<file path="src/rtl/uart_pkg.sv">
// rtl/uart_pkg.sv - shared UART encodings, bus addresses and default bit timing
package uart_pkg;

   typedef enum logic [1:0] {
      ST_IDLE  = 2'd0,
      ST_START = 2'd1,
      ST_DATA  = 2'd2,
      ST_STOP  = 2'd3
   } rx_state_t;

   localparam logic [15:0] TXDATA_ADDR = 16'h0110;
   localparam logic [15:0] TXSTAT_ADDR = 16'h0111;
   localparam logic [15:0] RXDATA_ADDR = 16'h0112;
   localparam logic [15:0] RXSTAT_ADDR = 16'h0113;

   // 100 MHz system clock at 115200 baud
   localparam int DEFAULT_CLKS_PER_BIT = 868;

endpackage

</file>
<file path="src/rtl/uart_sync.sv">
// rtl/uart_sync.sv - N-flop synchronizer for an asynchronous single-bit input
module uart_sync #(
   parameter int   STAGES    = 2,
   parameter logic RESET_VAL = 1'b1
) (
   input  logic clk,
   input  logic resetn,
   input  logic d,
   output logic q
);

   // STAGES must be at least 2
   logic [STAGES-1:0] sync_q;

   always_ff @(posedge clk or negedge resetn) begin
      if (!resetn) begin
         sync_q <= {STAGES{RESET_VAL}};
      end else begin
         sync_q <= {sync_q[STAGES-2:0], d};
      end
   end

   assign q = sync_q[STAGES-1];

endmodule

</file>
<file path="src/rtl/uart_rx.sv">
// rtl/uart_rx.sv - 8N1 UART receiver with data/status registers on the auxiliary bus
module uart_rx #(
   parameter int          CLKS_PER_BIT = uart_pkg::DEFAULT_CLKS_PER_BIT,
   parameter logic [15:0] RXDATA_ADDR  = uart_pkg::RXDATA_ADDR,
   parameter logic [15:0] RXSTAT_ADDR  = uart_pkg::RXSTAT_ADDR
) (
   input  logic        clk,
   input  logic        rst,
   input  logic [15:0] addr,
   input  logic        rxin,
   input  logic        ack,
   output logic        irq,
   output logic [7:0]  rxdata_out,
   output logic        baudpulse,
   output logic [1:0]  state,
   output logic [7:0]  rxsr_out,
   output logic [3:0]  rxctr_out
);
   import uart_pkg::*;

   localparam int            CW        = $clog2(CLKS_PER_BIT);
   localparam logic [CW-1:0] HALF_LOAD = CW'(CLKS_PER_BIT / 2 - 1);
   localparam logic [CW-1:0] FULL_LOAD = CW'(CLKS_PER_BIT - 1);

   rx_state_t     state_q, state_d;
   logic          rx_s, rx_prev;
   logic [CW-1:0] baud_cnt;
   logic [7:0]    rxsr, rxdata;
   logic [3:0]    rxctr;
   logic          rxfull, overrun, frame_err;
   logic          fall, expire, load_half, load_full, shift_en, clr_ctr, stop_ok, stop_bad;
   logic          rd_data, rd_stat;

   uart_sync #(.STAGES(2), .RESET_VAL(1'b1)) u_sync (
      .clk    (clk),
      .resetn (rst),
      .d      (rxin),
      .q      (rx_s)
   );

   always_ff @(posedge clk or negedge rst) begin
      if (!rst) rx_prev <= 1'b1;
      else      rx_prev <= rx_s;
   end

   assign fall    = rx_prev & ~rx_s;
   assign expire  = (state_q != ST_IDLE) && (baud_cnt == '0);
   assign rd_data = (addr == RXDATA_ADDR);
   assign rd_stat = (addr == RXSTAT_ADDR);

   always_comb begin
      state_d   = state_q;
      load_half = 1'b0;
      load_full = 1'b0;
      shift_en  = 1'b0;
      clr_ctr   = 1'b0;
      stop_ok   = 1'b0;
      stop_bad  = 1'b0;
      case (state_q)
         ST_IDLE: begin
            if (fall) begin
               state_d   = ST_START;
               load_half = 1'b1;
            end
         end
         ST_START: begin
            if (expire) begin
               // a start bit that is high again at mid-bit was only a glitch
               if (!rx_s) begin
                  state_d   = ST_DATA;
                  load_full = 1'b1;
                  clr_ctr   = 1'b1;
               end else begin
                  state_d = ST_IDLE;
               end
            end
         end
         ST_DATA: begin
            if (expire) begin
               shift_en  = 1'b1;
               load_full = 1'b1;
               if (rxctr == 4'd7) state_d = ST_STOP;
            end
         end
         ST_STOP: begin
            if (expire) begin
               state_d  = ST_IDLE;
               stop_ok  = rx_s;
               stop_bad = ~rx_s;
            end
         end
         default: state_d = ST_IDLE;
      endcase
   end

   always_ff @(posedge clk or negedge rst) begin
      if (!rst) begin
         state_q  <= ST_IDLE;
         baud_cnt <= '0;
         rxsr     <= 8'h00;
         rxctr    <= 4'd0;
      end else begin
         state_q <= state_d;
         if (load_half)                               baud_cnt <= HALF_LOAD;
         else if (load_full)                          baud_cnt <= FULL_LOAD;
         else if (state_q != ST_IDLE && !expire)      baud_cnt <= baud_cnt - 1'b1;
         if (shift_en) rxsr <= {rx_s, rxsr[7:1]};
         if (clr_ctr)       rxctr <= 4'd0;
         else if (shift_en) rxctr <= rxctr + 4'd1;
      end
   end

   // hardware sets take priority over read/ack clears
   always_ff @(posedge clk or negedge rst) begin
      if (!rst) begin
         rxdata     <= 8'h00;
         rxfull     <= 1'b0;
         overrun    <= 1'b0;
         frame_err  <= 1'b0;
         irq        <= 1'b0;
         rxdata_out <= 8'h00;
      end else begin
         if (stop_ok) rxdata <= rxsr;

         if (stop_ok)      rxfull <= 1'b1;
         else if (rd_data) rxfull <= 1'b0;

         if (stop_ok && rxfull) overrun <= 1'b1;
         else if (rd_stat)      overrun <= 1'b0;

         if (stop_bad)     frame_err <= 1'b1;
         else if (rd_stat) frame_err <= 1'b0;

         if (stop_ok)  irq <= 1'b1;
         else if (ack) irq <= 1'b0;

         if (rd_data)      rxdata_out <= rxdata;
         else if (rd_stat) rxdata_out <= {5'b0, frame_err, overrun, rxfull};
         else              rxdata_out <= 8'h00;
      end
   end

   assign baudpulse = expire;
   assign state     = state_q;
   assign rxsr_out  = rxsr;
   assign rxctr_out = rxctr;

endmodule

</file>
<file path="config.mk">
export PLATFORM = sky130hd
export DESIGN_NAME = uart_rx
export DESIGN_NICKNAME = d
export VERILOG_FILES = /design/src/rtl/uart_pkg.sv /design/src/rtl/uart_sync.sv /design/src/rtl/uart_rx.sv
export SDC_FILE = /design/constraint.sdc
export NUM_CORES = 1
export LEC_CHECK = 0
export CAP_MARGIN = 20
export CORE_MARGIN = 2
export CORE_UTILIZATION = 41
export DETAILED_ROUTE_END_ITERATION = 8
export GPL_TIMING_DRIVEN = 0
export PLACE_DENSITY_LB_ADDON = 0.1
export SYNTH_ARGS = -nofsm -noshare
export SYNTH_HDL_FRONTEND = slang
export SYNTH_HIERARCHICAL = 1
export SYNTH_SLANG_ARGS = --single-unit
</file>
<file path="constraint.sdc">
create_clock -name clk -period 2.4 [get_ports clk]
set_input_delay 0.48 -clock clk [delete_from_list [all_inputs] [get_ports clk]]
set_output_delay 0.48 -clock clk [all_outputs]
set_load 0.02 [all_outputs]
</file>
**Yosys cells after proc, flatten, opt, wreduce, memory -nomap -nowiden**

Cells that the tools add are included.

- Register bits: 47
- Input bits: 20

- Add/subtract/negate cells: 2
- Equal/unequal tests: 11
- Multiplexer cells: 33
- Bitwise gates (word level): 2
- Reductions and logical operators: 14

Operators with widths:

| kind | count |
|---|---|
| equality test 16 x 9 -> 1 bit, second input constant | 2 |
| 2-to-1 mux 10 bit | 3 |
| 2-to-1 mux 1 bit | 18 |
| 2-to-1 mux 2 bit | 6 |
| nonzero test 2 bit | 6 |
| zero test 10 bit | 1 |
| inequality test 2 bit, second input constant | 5 |
| subtractor 10 x 1 -> 10 bit, second input constant | 1 |
| 2-to-1 mux 4 bit | 2 |
| 2-to-1 mux 8 bit | 1 |
| one-hot mux 2 bit (4 select lines) | 1 |
| AND reduction 5 bit | 1 |
| adder 4 x 1 -> 4 bit, second input constant | 1 |
| equality test 2 bit, second input constant | 2 |
| equality test 4 x 3 -> 1 bit, second input constant | 1 |
| logical AND 1 bit | 3 |
| 2-to-1 mux 3 bit | 1 |
| nonzero test 3 bit | 1 |
| equality test 2 x 1 -> 1 bit, second input constant | 1 |
| zero test 2 bit | 1 |
| one-hot mux 1 bit (2 select lines) | 1 |
| bitwise AND 1 bit | 1 |
| zero test 1 bit | 1 |
| inverter 1 bit | 1 |

**Logic depth before layout (Yosys ltp)**

Gate-level depths: netlist of run 1.

- Depth in word-level cells: 7
- Mapped depth: 9
- Mapped depth without buffers: 7

**By module**

The synthesis of run 1 kept the hierarchy.

Modules (own cells, without submodules):

| module | times used | cells each | area each (um^2) | seq. area each (um^2) |
|---|---|---|---|---|
| uart_rx | 1 | 197 | 2242.2 | 1127.3 |
| uart_sync | 1 | 2 | 52.6 | 52.6 |

**Worst setup path before layout of run 1**

Ideal clock, no wire load.

- Path type: reg2reg
- Start point: register state_q[0] (netlist: state[0])
- End point: register rxdata[0]
- Library setup time: 0.125 ns
- Data arrival time: 2.140 ns
- Slack: 0.135 ns
- Stages on the path, launching flop included: 10
- Buffers on the path: 2
- Period minus slack after synthesis: 2.265 ns
- Cell sequence: dfrtp_1 > inv_1 > ha_1 > buf_2 > nor4b_4 > nand3_2 > inv_2 > and3_4 > buf_12 > mux2_4

- Cells in the longest elaborated chain, start to end: 4
- Elaborated cells between the ends (all ways): 5

Ends and longest elaborated chain:

| what | line | text |
|---|---|---|
| start, declared | uart_rx.sv:25 | `rx_state_t state_q, state_d;` |
| start signal, assigned | uart_rx.sv:103 | `state_q <= state_d;` |
| nonzero test 2 bit | uart_rx.sv:47 | `assign expire = (state_q != ST_IDLE) && (baud_cnt == '0);` |
| logical AND 1 bit | uart_rx.sv:47 |  |
| 2-to-1 mux 1 bit | uart_rx.sv:86 | `if (expire) begin` |
| 2-to-1 mux 1 bit (*) | uart_rx.sv:59 | `case (state_q)` |
| end signal, assigned | uart_rx.sv:123 | `if (stop_ok) rxdata <= rxsr;` |
| end, declared | uart_rx.sv:28 | `logic [7:0] rxsr, rxdata;` |

Mark *: on every way between the ends. The rest lies on a longest branch, timed or not.
A chain may end at the register's enable or synchronous reset.

**Worst setup path in the final report of run 1**

- Start point: register state_q[0] (netlist: state[0])
- End point: output port baudpulse

- Cells in the longest elaborated chain, start to end: 2

Ends and longest elaborated chain:

| what | line | text |
|---|---|---|
| nonzero test 2 bit | uart_rx.sv:47 |  |
| logical AND 1 bit | uart_rx.sv:47 |  |
| end, declared | uart_rx.sv:14 | `output logic baudpulse,` |

Every way passes these cells.

==> results of run 1 <==
[Yosys cell counts, types with 4 or more instances]
| cell | count |
|---|---|
| mux2i_1 | 4 |
| nor2_1 | 15 |
| nand3_1 | 5 |
| nor3_1 | 6 |
| nand2_1 | 10 |
| inv_1 | 9 |
| o21ai_0 | 13 |
| dfrtp_1 | 44 |
| and2_1 | 6 |
| a21oi_1 | 6 |
| mux2_4 | 8 |
| ha_1 | 7 |
| mux2_2 | 8 |
[state kept, by name, summed over array words and instances, names as in the netlist, named ones only]
name,count
rxctr_out,4
overrun,1
irq,1
rxfull,1
state,1
rxdata,8
u_sync/sync_q,2
rxdata_out,8
baud_cnt,10
rxsr_out,8
frame_err,1
rx_prev,1
[final timing paths]
path / slack (ns) / depth (start not counted) / endpoint
max: 0.14 / 7 / baudpulse
min reg2reg: 0.36 / 0 / u_sync/sync_q[1]
max in group asynchronous: 1.81 / 2 / u_sync/sync_q[1]
min: 0.04 / 1 / rxctr_out[3]
min in group clk: 0.36 / 0 / u_sync/sync_q[1]
max reg2reg: 0.17 / 10 / rxdata[5]
[logic make-up after synthesis]
| group | Yosys count | synth area share |
|---|---|---|
| muxes | 20 | 0.109 |
| AOI/OAI and AO/OA | 43 | 0.131 |
| buffers and inverters | 16 | 0.0354 |
| adders and majority gates | 7 | 0.0382 |
| DFF | 47 | 0.514 |
| and+or+nand+nor | 66 | 0.172 |
[per-layer routing]
metal	vias to the layer above	wire (µm)
met5	-	0
met4	0	19
met3	2	251
met2	32	2110
met1	828	2240
li1	834	-
[stage by stage]
step	power, mW	setup WS, ns	hold slack (ns)	TNS [ns]
floorplan	1.51	0.135	0.184	0
global placement	1.72	-0.518	0.346	-23.13
detailed placement	1.73	-0.447	0.350	-0.447
CTS	2.35	0.00320	0.0421	0
global route	2.51	0.0135	0.0489	0
finish	2.34	0.137	0.0395	0
[critical path, delay by kind of cell (launching register included)]
| kind | cells | cell delay (ns) |
|---|---|---|
| fa+ha+maj | 1 | 0.20 |
| buf+inv | 4 | 0.52 |
| flops | 1 | 0.36 |
| simple gates | 2 | 0.40 |
[power groups by stage]
| stage | Combinational [mW] | Sequential [mW] | Clock [mW] |
|---|---|---|---|
| finish | 0.751 | 1.01 | 0.582 |
| global route | 0.852 | 1.02 | 0.636 |
| CTS | 0.749 | 1.00 | 0.601 |
| detailed placement | 0.697 | 1.03 | 0 |
| global placement | 0.690 | 1.03 | 0 |
| floorplan | 0.490 | 1.02 | 0 |
[cell type report]
| class | instances | area, µm² | share of cell area |
|---|---|---|---|
| multi-input cells | 136 | 1030 | 0.347 |
| repair buffers | 50 | 485 | 0.163 |
| plain buffers | 5 | 38.8 | 0.0130 |
| clock buffers | 6 | 72.6 | 0.0243 |
| clock inverters | 2 | 37.5 | 0.0126 |
| inverters | 10 | 42.5 | 0.0143 |
| flip-flops and latches | 47 | 1180 | 0.396 |
| well taps | 72 | 90.1 | 0.0302 |
[repair_timing]
action                                  CTS  global route
endpoints found under the setup margin    1             1
buffers inserted                          5             2
pin swaps                                 1             1
resized for setup                         8             2
==> impl_metrics.yaml, run 1 <==
clock_network:
  ctsHoldBuffers: 0
  numClockSinks: 47
  cts_inserted_buffers: 5
  clock_latency_ns: 0.30
  cts-root-buf: "clkbuf_8"
  h-tree-depth: 2
  cts_tree: "built"
  clk_pin_slew_ns: 0.09
  clk_path_buf_depth: 2
yosys:
  synth_top_area_frac: 0.480
  synthesis.instances: 199
  synth_cell_type_count: 54
  avgSynthCellArea_um2: 11.5
  synth_fp_nets: 226
  netlist_top_cells_area: "dfrtp_1 (48%), mux2_4 (5.2%), mux2_2 (3.9%)"
  seq_area_frac_synth: 0.514
  ys_ff_latch: 47
  synth_warnings: 6
  synth.largest_area_cell: "dfrtp_1"
  synthArstFlopShare: 1.00
  netlist_area_mm2: 0.00229
  synth-edff-count: 0
  yosys_most_used_dff: "dfrtp_1"
global_route:
  met3_usage: 0.0398
  grt_pass1_vias: 1590
  met1_usage: 0.215
  top_usage_layer: "met2"
  track_usage: 0.156
  grt_antenna_before_repair: 0
  grt_util_met2: 0.249
  grt_max_degree: 39
  grt.overflow.total: 0
  grt_pass1_wl_um: 7760
drt:
  wl_per_cell_um: 14.1
  drc: 0
  routed_wl_um: 4620
  ant_nets: 0
  viasPerCell: 5.17
  vias: 1696
  drt_pass1_iterations: 4
  drt_first_iter_violations: 71
power_and_ir_drop:
  swShare: 0.341
  power_switching_uw: 798
  seq_power_share: 0.430
  pwr-share-clk: 0.249
  p_per_area_mw_per_mm2: 785
  cellLeakagePower_nw: 1.32
  p_comb_frac: 0.321
  vdd_drop_max_v: 0.000390
  internal-power_mw: 1.54
layout:
  final_util: 0.548
  final_common_cell: "dfrtp_1"
  drive_above_1_share: 0.188
  layout_common_cells: "dfrtp_1 (44), clkdlybuf4s50_1 (40), nor2_1 (15)"
  design_area_mm2: 0.00298
  area_delta_synth_final_pct: 29.9
  antenna_cells: 0
  layout.filler_cells: 500
  instances_no_fill: 328
  nNetsFinal: 282
critical_path:
  crit_required_ns: 1.92
  start_kind: "flop"
  crit_path_end_kind: "output port"
  critPathSlowestCell: "dfrtp_1"
  crit_type: "reg -> out"
  crit_chain: "inv_1 > ha_1 > buf_4 > nor4b_4 > nand3_2 > clkinv_4 > buf_4"
  crit_fanout: 11
  crit_top_cell: "buf_4"
  crit_arrival_ns: 1.78
  r2r_start: "state[0]"
  crit_path_start: "state[0]"
  max_stage_delay_ns: 0.36
sta:
  fin_worst_skew_ns: 0.00706
  max_freq_mhz: 442
  post-route-min-period_ns: 2.26
  rsz0062_at_grt: "false"
  max_slew_margin: 0.550
  finalHoldViolCount: 0
  setup_viol: 0
  worstMarginPinSlew_ns: 0.674
  finalCritPeriodShare: 0.943
  slew_viol_final: 0
placed_design:
  gp_congestion: 0.790
  dp_hpwl_um: 3290
  place_inst: 314
  placed_area_mm2: 0.00282
  io_buffers: 42
floorplanning:
  chipWidth_um: 78.8
  pin_count: 44
  start_util: 0.422
  core_region_area_mm2: 0.00544
  num_rows: 27
  die_area_mm2: 0.00621
  dieHeight_um: 78.8
run_status:
  outcome: "finished, final reports clean"
min_path:
  hold_class: "in -> async"
run:
  cap_violations: 0
Power figures use the tool's default switching activity.
==> run 2, diff against run 1 <==
--- a/config.mk
+++ b/config.mk
@@ -5,9 +5,11 @@
 export SDC_FILE = /design/constraint.sdc
 export NUM_CORES = 1
 export LEC_CHECK = 0
+export ABC_CLOCK_PERIOD_IN_PS = 2400
 export CAP_MARGIN = 20
 export CORE_MARGIN = 2
 export CORE_UTILIZATION = 41
+export CTS_CLUSTER_DIAMETER = 30
 export DETAILED_ROUTE_END_ITERATION = 8
 export GPL_TIMING_DRIVEN = 0
 export PLACE_DENSITY_LB_ADDON = 0.1
==> results of run 2 <==
No change in the layout: final DEF, timing and power equal those of run 1.
==> run 3, diff against run 2 <==
--- a/config.mk
+++ b/config.mk
@@ -13,6 +13,7 @@
 export DETAILED_ROUTE_END_ITERATION = 8
 export GPL_TIMING_DRIVEN = 0
 export PLACE_DENSITY_LB_ADDON = 0.1
+export REMOVE_ABC_BUFFERS = 1
 export SYNTH_ARGS = -nofsm -noshare
 export SYNTH_HDL_FRONTEND = slang
 export SYNTH_HIERARCHICAL = 1
==> run 3 against run 2 <==
Critical path depth decreased by 3. Fmax decreased by 1.7%. Flip-flop and latch count unchanged. Sequential power about the same. Register-to-register slack about the same. Final area decreased by 2.1%. Highest routed layer unchanged. Combinational power about the same. Largest cell class unchanged.
==> impl_metrics.yaml, run 3 (synthesis gave the netlist of run 1 again) <==
run_status:
  outcome: "finished, final reports clean"
global_route:
  grt_max_degree: 38
  grt_pass1_vias: 1668
  grt_pass1_wl_um: 8090
  grt.overflow.total: 0
  grt_antenna_before_repair: 0
  track_usage: 0.166
critical_path:
  critPathSlowestCell: "nor4_4"
  critPathTopFamily: "simple AND/OR/NAND/NOR gates"
  critPathCapture: "baudpulse"
  crit_chain: "nor4_4 > nand3_2 > inv_6 > clkdlybuf4s15_2"
  crit_path_start: "baud_cnt[4]"
  r2r_start: "baud_cnt[4]"
  crit_type: "reg -> out"
  cp.depth: 4
  crit_required_ns: 1.92
  crit_arrival_ns: 1.82
  rrSetupSlack_ns: 0.18
  max_stage_delay_ns: 0.50
  crit_path_end_kind: "output port"
  reg2reg_depth: 6
  start_kind: "flop"
  reg2reg_to: "rxdata[4]"
  critPathBufInv: 2
  crit_fanout: 7
run:
  cap_violations: 0
placed_design:
  dp_hpwl_um: 3300
  dp_slack_ns: -0.425
  io_buffers: 43
  gp_congestion: 0.761
floorplanning:
  dieHeight_um: 78.8
  num_rows: 27
  pin_count: 44
  die_area_mm2: 0.00621
  start_util: 0.422
  chipWidth_um: 78.8
  core_region_area_mm2: 0.00544
clock_network:
  clk_pin_slew_ns: 0.09
  cts_inserted_buffers: 5
  numClockSinks: 47
  h-tree-depth: 2
  cts-root-buf: "clkbuf_8"
  cts_tree: "built"
  ctsHoldBuffers: 0
  clk_path_buf_depth: 2
  clock_latency_ns: 0.31
drt:
  drt_pass1_iterations: 4
  viasPerCell: 5.35
  wl_per_cell_um: 14.7
  vias: 1723
  drc: 0
  ant_nets: 0
  drt_first_iter_violations: 96
  routed_wl_um: 4720
layout:
  antenna_cells: 0
  seq_area_mm2: 0.00118
  largest_register_ffs: 10
  regMostFlops: "baud_cnt"
  layout.filler_cells: 478
  nNetsFinal: 276
  final_common_cell: "dfrtp_1"
  multi_input_area_mm2: 0.00104
  drive_above_1_share: 0.180
  layout_common_cells: "dfrtp_1 (44), clkdlybuf4s50_1 (41), nor2_1 (15)"
  final_util: 0.537
  area_delta_synth_final_pct: 27.2
sta:
  fin_worst_skew_ns: 0.00858
  max_freq_mhz: 434
  final.setup.worst_slack_ns: 0.0979
  whs_ns: 0.0410
  worstMarginPinSlew_ns: 0.681
  finalCritPeriodShare: 0.959
  post-route-min-period_ns: 2.30
  setup_viol: 0
  rsz0062_at_grt: "false"
  setup_tns_ns: 0
  finalHoldViolCount: 0
  max_slew_margin: 0.546
  slew_viol_final: 0
power_and_ir_drop:
  vdd_drop_max_v: 0.000336
  cellLeakagePower_nw: 1.29
  p_per_area_mw_per_mm2: 768
min_path:
  hold_class: "in -> async"
run 3: area by class of cell:
class / instances / area share
inverter: 10 / 0.0146
timing repair buffer: 49 / 0.166
tap: 72 / 0.0309
clock buffer: 6 / 0.0249
clock inverter: 2 / 0.00471
multi-input combinational: 136 / 0.355
sequential: 47 / 0.404
run 3: worst min path at each step:
stage                            endpoint  cells past startpoint  slack, ns             start
2_1_floorplan  asynchronous set/reset pin                      0       0.18               rst
3_3_place_gp             u_sync/sync_q[1]                      0       0.35  u_sync/sync_q[0]
3_5_place_dp             u_sync/sync_q[1]                      0       0.36  u_sync/sync_q[0]
4_1_cts                       baud_cnt[4]                      1       0.05               rst
5_1_grt                       baud_cnt[9]                      1       0.06               rst
6_report                      baud_cnt[9]                      1       0.04               rst
run 3: per-layer routing:
layer  vias to the layer above  routed length (µm)  GRT usage  part of all wire
met1                       837                2230      0.237              0.47
met5                         -                   0          0                 0
met4                         0                  59     0.0534             0.013
met3                         5                 361     0.0511             0.076
met2                        55                2070      0.242              0.44
li1                        826                   -          -                 -
run 3: where the power goes:
group | switching, mW | internal [mW] | leakage [nW]
Clock | 0.280 | 0.206 | 0.0452
Sequential | 0.125 | 0.883 | 0.615
Combinational | 0.410 | 0.338 | 0.625
Total | 0.815 | 1.43 | 1.29
run 3: what timing repair did:
item / 4_1_cts / 5_1_grt
pin swaps: 1 / 1
hold endpoints to repair: 0 / 0
resized for setup: 6 / 0
endpoints found under the setup margin: 9 / 1
setup buffers: 5 / 0
run 3: stage by stage:
stage / instances / power (mW) / instance area (µm²)
2_1_floorplan: 193 / 1.51 / 2250
3_3_place_gp: 308 / 1.72 / 2770
3_5_place_dp: 309 / 1.73 / 2790
4_1_cts: 322 / 2.25 / 2920
5_1_grt: 322 / 2.41 / 2920
6_report: 322 / 2.24 / 2920
